[config.mk]
export PLATFORM = sky130hd
export DESIGN_NAME = display_scan_controller
export DESIGN_NICKNAME = d
export VERILOG_FILES = /design/src/rtl/display_pkg.sv /design/src/rtl/bcd_to_7seg.sv /design/src/rtl/display_scan_controller.sv
export SDC_FILE = /design/constraint.sdc
export NUM_CORES = 1
export LEC_CHECK = 0
export BUFFER_PORTS_ARGS = -buffer_cell sky130_fd_sc_hd__buf_2
export CORE_ASPECT_RATIO = 1.4
export CORE_MARGIN = 5
export CORE_UTILIZATION = 42
export CTS_BUF_LIST = sky130_fd_sc_hd__clkbuf_4 sky130_fd_sc_hd__clkbuf_8
export DETAILED_ROUTE_END_ITERATION = 6
export SYNTH_ARGS = -nofsm -noshare
export SYNTH_HDL_FRONTEND = slang
export SYNTH_SLANG_ARGS = --single-unit
[constraint.sdc]
create_clock -name clk -period 1.6 [get_ports clk]
set_input_delay 0.32 -clock clk [delete_from_list [all_inputs] [get_ports clk]]
set_output_delay 0.32 -clock clk [all_outputs]
set_load 0.02 [all_outputs]
[src/rtl/display_pkg.sv]
// Shared constants for the multiplexed 7-segment display: digit count, blank
// pattern, active-low glyphs ({g,f,e,d,c,b,a}) and the per-slot scan state.
package display_pkg;

    localparam int NUM_DIGITS = 4;

    localparam logic [6:0] SEG_BLANK = 7'h7F;
    localparam logic [6:0] SEG_0     = 7'h40;
    localparam logic [6:0] SEG_1     = 7'h79;
    localparam logic [6:0] SEG_2     = 7'h24;
    localparam logic [6:0] SEG_3     = 7'h30;
    localparam logic [6:0] SEG_4     = 7'h19;
    localparam logic [6:0] SEG_5     = 7'h12;
    localparam logic [6:0] SEG_6     = 7'h02;
    localparam logic [6:0] SEG_7     = 7'h78;
    localparam logic [6:0] SEG_8     = 7'h00;
    localparam logic [6:0] SEG_9     = 7'h10;

    typedef enum logic {
        ST_BLANK,
        ST_SHOW
    } scan_state_t;

endpackage

[src/rtl/bcd_to_7seg.sv]
// BCD nibble to active-low 7-segment pattern; non-decimal codes A-F show blank.
module bcd_to_7seg
    import display_pkg::*;
(
    input  logic [3:0] nibble,
    output logic [6:0] seg_n
);

    // NOTE: every always_comb output gets a default first, so no path can infer a latch.
    always_comb begin
        seg_n = SEG_BLANK;
        case (nibble)
            4'd0:    seg_n = SEG_0;
            4'd1:    seg_n = SEG_1;
            4'd2:    seg_n = SEG_2;
            4'd3:    seg_n = SEG_3;
            4'd4:    seg_n = SEG_4;
            4'd5:    seg_n = SEG_5;
            4'd6:    seg_n = SEG_6;
            4'd7:    seg_n = SEG_7;
            4'd8:    seg_n = SEG_8;
            4'd9:    seg_n = SEG_9;
            default: seg_n = SEG_BLANK;
        endcase
    end

endmodule

[src/rtl/display_scan_controller.sv]
// Four-digit multiplexed 7-segment scanner with ghosting blank per slot and a
// frame-aligned shadow load. Optional macro: LEADING_ZERO_SUPPRESS_EN.
module display_scan_controller
    import display_pkg::*;
#(
    parameter int REFRESH_DIV  = 50000,
    parameter int BLANK_CYCLES = 16
) (
    input  logic                      clk,
    input  logic                      reset,
    input  logic                      enable,
    input  logic [4*NUM_DIGITS-1:0]   digit_data,
    input  logic                      load_req,
    output logic                      load_ack,
    output logic [1:0]                digit_sel,
    output logic [NUM_DIGITS-1:0]     anode_n,
    output logic [6:0]                seg_n,
    output logic                      frame_start
);

    localparam int            PW         = (REFRESH_DIV > 1) ? $clog2(REFRESH_DIV) : 1;
    localparam logic [PW-1:0] PRE_LAST   = PW'(REFRESH_DIV - 1);
    localparam logic [PW-1:0] BLANK_LAST = PW'(BLANK_CYCLES - 1);

    logic [PW-1:0]           prescaler;
    scan_state_t             state_q, state_d;
    logic [4*NUM_DIGITS-1:0] shadow;
    logic                    pending;
    logic                    terminal;
    logic                    load_fire;
    logic [3:0]              cur_nibble;
    logic [6:0]              cur_seg;
    logic                    suppress;
    logic [NUM_DIGITS-1:0]   anode_d;
    logic [6:0]              seg_d;

    assign terminal = enable && (prescaler == PRE_LAST);

    // While scanning, the shadow only changes at the end of digit 3 so a frame
    // never mixes old and new digits; while idle, loads are served at once.
    assign load_fire = (pending || load_req) &&
                       (!enable || (terminal && digit_sel == 2'd3));

    always_comb begin
        state_d = state_q;
        if (!enable || terminal) begin
            state_d = ST_BLANK;
        end else if (prescaler == BLANK_LAST) begin
            state_d = ST_SHOW;
        end
    end

    assign cur_nibble = shadow[{digit_sel, 2'b00} +: 4];

    bcd_to_7seg u_decode (
        .nibble (cur_nibble),
        .seg_n  (cur_seg)
    );

`ifdef LEADING_ZERO_SUPPRESS_EN
    logic [NUM_DIGITS-1:0] zero_nib;

    assign zero_nib = {shadow[15:12] == 4'd0, shadow[11:8] == 4'd0,
                       shadow[7:4]   == 4'd0, shadow[3:0]  == 4'd0};

    always_comb begin
        suppress = 1'b0;
        case (digit_sel)
            2'd3:    suppress = zero_nib[3];
            2'd2:    suppress = &zero_nib[3:2];
            2'd1:    suppress = &zero_nib[3:1];
            default: suppress = 1'b0;
        endcase
    end
`else
    assign suppress = 1'b0;
`endif

    // Gating with enable makes the display go dark on the first idle cycle.
    always_comb begin
        anode_d = 4'hF;
        seg_d   = SEG_BLANK;
        if (enable && state_q == ST_SHOW) begin
            anode_d = ~(4'b0001 << digit_sel);
            seg_d   = suppress ? SEG_BLANK : cur_seg;
        end
    end

    // NOTE: sequential state uses non-blocking assignments only, so every register samples pre-edge values.
    always_ff @(posedge clk) begin
        if (reset) begin
            prescaler   <= '0;
            digit_sel   <= 2'd0;
            state_q     <= ST_BLANK;
            shadow      <= '0;
            pending     <= 1'b0;
            load_ack    <= 1'b0;
            frame_start <= 1'b0;
            anode_n     <= 4'hF;
            seg_n       <= SEG_BLANK;
        end else begin
            if (!enable || terminal) begin
                prescaler <= '0;
            end else begin
                prescaler <= prescaler + 1'b1;
            end
            if (terminal) begin
                digit_sel <= digit_sel + 1'b1;
            end
            state_q <= state_d;
            if (load_fire) begin
                shadow <= digit_data;
            end
            pending     <= (pending || load_req) && !load_fire;
            load_ack    <= load_fire;
            frame_start <= terminal && (digit_sel == 2'd3);
            anode_n     <= anode_d;
            seg_n       <= seg_d;
        end
    end

endmodule

==> impl_summary.txt <==
----------------------------------------------------
[Placed design]
  Post-placement cell count ... roughly 360
  Port Buffer Count ... 34
  Detailed placement HPWL ... 3.45 mm
  GPL Wtd Cong ... between 0.7 and 0.8

[Layout]
  Share of post-route cells with drive strength above 1 ... about two fifths
  Seq. cell area ... 997 um2
  Antenna diode count ... 0
  Multi-input gate area ... roughly 0.0013 mm2
  Number of nets in the layout ... around 330
  Non-filler instance count after layout ... between 300 and 400
  Final-layout fill cell count ... around 480
  Area growth syn-to-layout ... 34.4%

[Timing]
  Post-route worst hold slack ... 0.266 ns
  Measured slew at the worst slew-check pin ... 0.279 ns
  Count of endpoints failing setup in the final report ... 19
  Final hold violations ... 0
  Maximum frequency from static timing analysis ... approximately 600 MHz
  Min Clock Period, post-route ... around 1.7 ns
  Tightest slew margin relative to the limit ... between 80% and 90%
  Final worst slack ... -0.0517 ns
  Final slew viol count ... 0
  Layout Skew ... about 0.0052 ns
  RSZ-0062 raised after global routing ... true
  Share of the clock period used by the worst path after layout ... 103%

[Power and ir drop]
  Leakage component of the power ... between 1 and 1.5 nW
  Power per Cell Area ... ~740 mW/mm2
  Power Total ... approximately 0.0023 W
  Max rail drop VDD ... between 0.4 and 0.5 mV

[Synthesis]
  Instance count of the mapped netlist ... 235
  Number of distinct standard cells referenced by the synthesized netlist ... 36
  Yosys warning total ... 0
  Share of the synthesized area in the top cell type ... between 40% and 50%
  Cell taking the most area after synthesis ... dfxtp_1
  Share of the yosys chip area belonging to registers ... between 40% and 50%
  Post-Syn Area ... ~0.0023 mm2
  Cell types with the largest area share after synthesis ... dfxtp_1, nand2b_1, mux2i_1
  Mapped Nets ... roughly 270
  Post-synthesis register bit count ... between 40 and 50
  Average size of a mapped cell ... roughly 9.6 um2

[Drt]
  Final Routed Wirelength ... 4.85 mm
  Total number of vias ... about 1800
  Via density ... between 4 and 5
  Starting DRT DRC Count ... 55
  Pre-Repair DR Iteration Count ... 4
  Average wire per cell in the routed design ... approximately 13 um
  Post-route ant nets ... 0
  Number of design rule violations left after detail routing ... 0

[Global routing]
  Largest net degree at the start of global routing ... 39
  Via count of the first global-routing pass ... about 1800
  Initial antenna violation count ... 0
  Remaining Overflow, GRT ... 0
  First-pass GRT wire length ... 7.92 mm
  Global router's overall resource usage ... between 10% and 20%

[Clock network]
  TritonCTS clock tree ... built
  Clock insertion delay at the later pin of the skew report ... roughly 0.3 ns
  Hold bufs inserted after CTS ... 0
  Worst-case clock buffer depth ... 2
  Clock Tree Root ... clkbuf_8
  Clock buffer count from CTS ... 5
  Clk sinks ... 49
  Number of levels the H-tree was split into ... 2
  Clock edge transition at the registers on the reported setup and hold paths ... 0.09 ns

[Critical path]
  Arrival time at the worst endpoint ... ~1.8 ns
  Worst Path Buf+Inv ... 1
  Flop-to-flop setup slack ... -0.05 ns
  Type of origin of the critical path ... register
  Critical-path maximum fanout ... 8
  WP data required ... between 1.5 and 2 ns
  Master of the slowest instance on the critical path ... o32a_4
  Maximum single-stage delay on the critical path ... around 0.45 ns
  Critical Path Sink Type ... register
  Crit Path Category ... register to register
  Series of cell instances along the critical path ... nor4_4 > nand3_2 > o32a_4 > clkbuf_16 > mux2i_1
  Top cell family by delay on the critical path ... compound AO/OA/AOI/OAI gates

[Floorplan]
  X dimension of the die ... between 70 and 80 um
  Number of top-level pins ... 35
  Total die area ... approximately 0.0070 mm2
  Number of core rows ... 31
  Total core area ... between 0.005 and 0.006 mm2
  Starting density of the core ... a little over two fifths
  Die height ... 96.9 um

[Worst hold path]
  Path type of the worst min-delay path ... input port to register

[Status]
  Violations in the final reports ... setup timing
  Run status ... finished with violations

[Flow run]
  MaxCap Viol Count ... 0

----------------------------------------------------
## flip-flops by register name, summed over array words and instances (netlist names)
| register | flops |
|---|---|
| anode_n | 4 |
| seg_n | 7 |
| shadow | 16 |
| state_q | 1 |
| frame_start | 1 |
| load_ack | 1 |
| pending | 1 |
| digit_sel | 2 |
| prescaler | 16 |
## logic make-up after synthesis
family                   after synthesis  share of synthesized area (%)
adder cells (fa/ha/maj)               10                           5.52
buffers and inverters                 21                           4.42
AND/OR/NAND/NOR                       97                           23.7
AO/OA/AOI/OAI                         23                           5.97
flip-flops                            49                           43.3
XOR/XNOR                              12                           4.64
multiplexers                          23                           12.4
## per-layer routing
metal	track usage (%)	vias up	wire length (um)
li1	-	935	-
met1	16.3	847	2060
met2	24.1	30	2570
met3	3.01	5	144
met4	6.22	0	72
met5	0	-	0
## worst min-delay path, cell delays in order
cell and delay [ns]:
buf_2 0.10, nand2b_1 0.05, mux2i_1 0.05
## timing repair
| action | CTS | global route |
|---|---|---|
| setup endpoints to repair | 22 | 28 |
| pin swaps | 3 | 6 |
| setup buffers | 1 | 4 |
| cloned | 0 | 2 |
| gates resized for setup | 11 | 21 |
## cells in the final DEF (no fill, tap or decap), types with 6 or more instances in the layout
master,instances
mux2i_1,18
buf_4,37
xnor2_1,7
nand2_1,8
dfxtp_1,40
dfxtp_2,7
nand2b_1,32
buf_2,34
ha_1,6
nor2_1,20
## metrics by stage
| step | worst slack [ns] | setup TNS, ns | util [%] | instance area, um2 |
|---|---|---|---|---|
| after floorplan | -0.136 | -0.419 | - | 2300 |
| after global placement | -0.0204 | -0.0669 | 52.8 | 2740 |
| after detailed placement | -0.0558 | -0.640 | 52.8 | 2740 |
| after CTS | -0.0205 | -0.0205 | 55.6 | 2890 |
| after global routing | -0.152 | -2.02 | 58.5 | 3040 |
| final | -0.0517 | -0.590 | 58.5 | 3040 |
## cells in the mapped netlist
cell      count
dfxtp_1      49
nand2b_1     32
nor2_1       21
mux2i_1      18
ha_1         10
o21ai_0      10
nand2_1       9
inv_1         8
nand3_1       7
xnor2_1       7
and3_1        6
clkbuf_1      6
a21oi_1       5
nand4_1       5
xor2_1        5
buf_2         4
mux4_2        4
nor3_1        4
nor2b_1       3
o31ai_1       3
and2_1        2
buf_6         2
nor3b_1       2
a31oi_1       1
and3b_1       1
and4_1        1
clkbuf_2      1
mux2_2        1
nor4_2        1
o21a_1        1
o21ai_1       1
o32a_1        1
o41ai_1       1
or3_1         1
or4_1         1
or4b_1        1
## path summary, 6_finish.rpt
| path | from | end | depth (start not counted) |
|---|---|---|---|
| worst max-delay path | prescaler[11] | shadow[11] | 5 |
| worst min register to register | state_q | state_q | 2 |
| worst min-delay path | digit_data[7] | shadow[7] | 3 |
| worst max register to register | prescaler[11] | shadow[11] | 5 |
## layout make-up
class | instances | area share [%]
Sequential cell | 49 | 32.8
Timing Repair Buffer | 75 | 17.4
Tap cell | 66 | 2.71
Clock buffer | 8 | 3.00
Inverter | 8 | 0.987
Multi-Input combinational cell | 165 | 43.1
## report_power, final
part	internal [W]	switching (W)
sequential	0.00124	0.0000170
combinational	0.000132	0.000107
clock	0.000362	0.000393
Power figures use the tool's default switching activity.
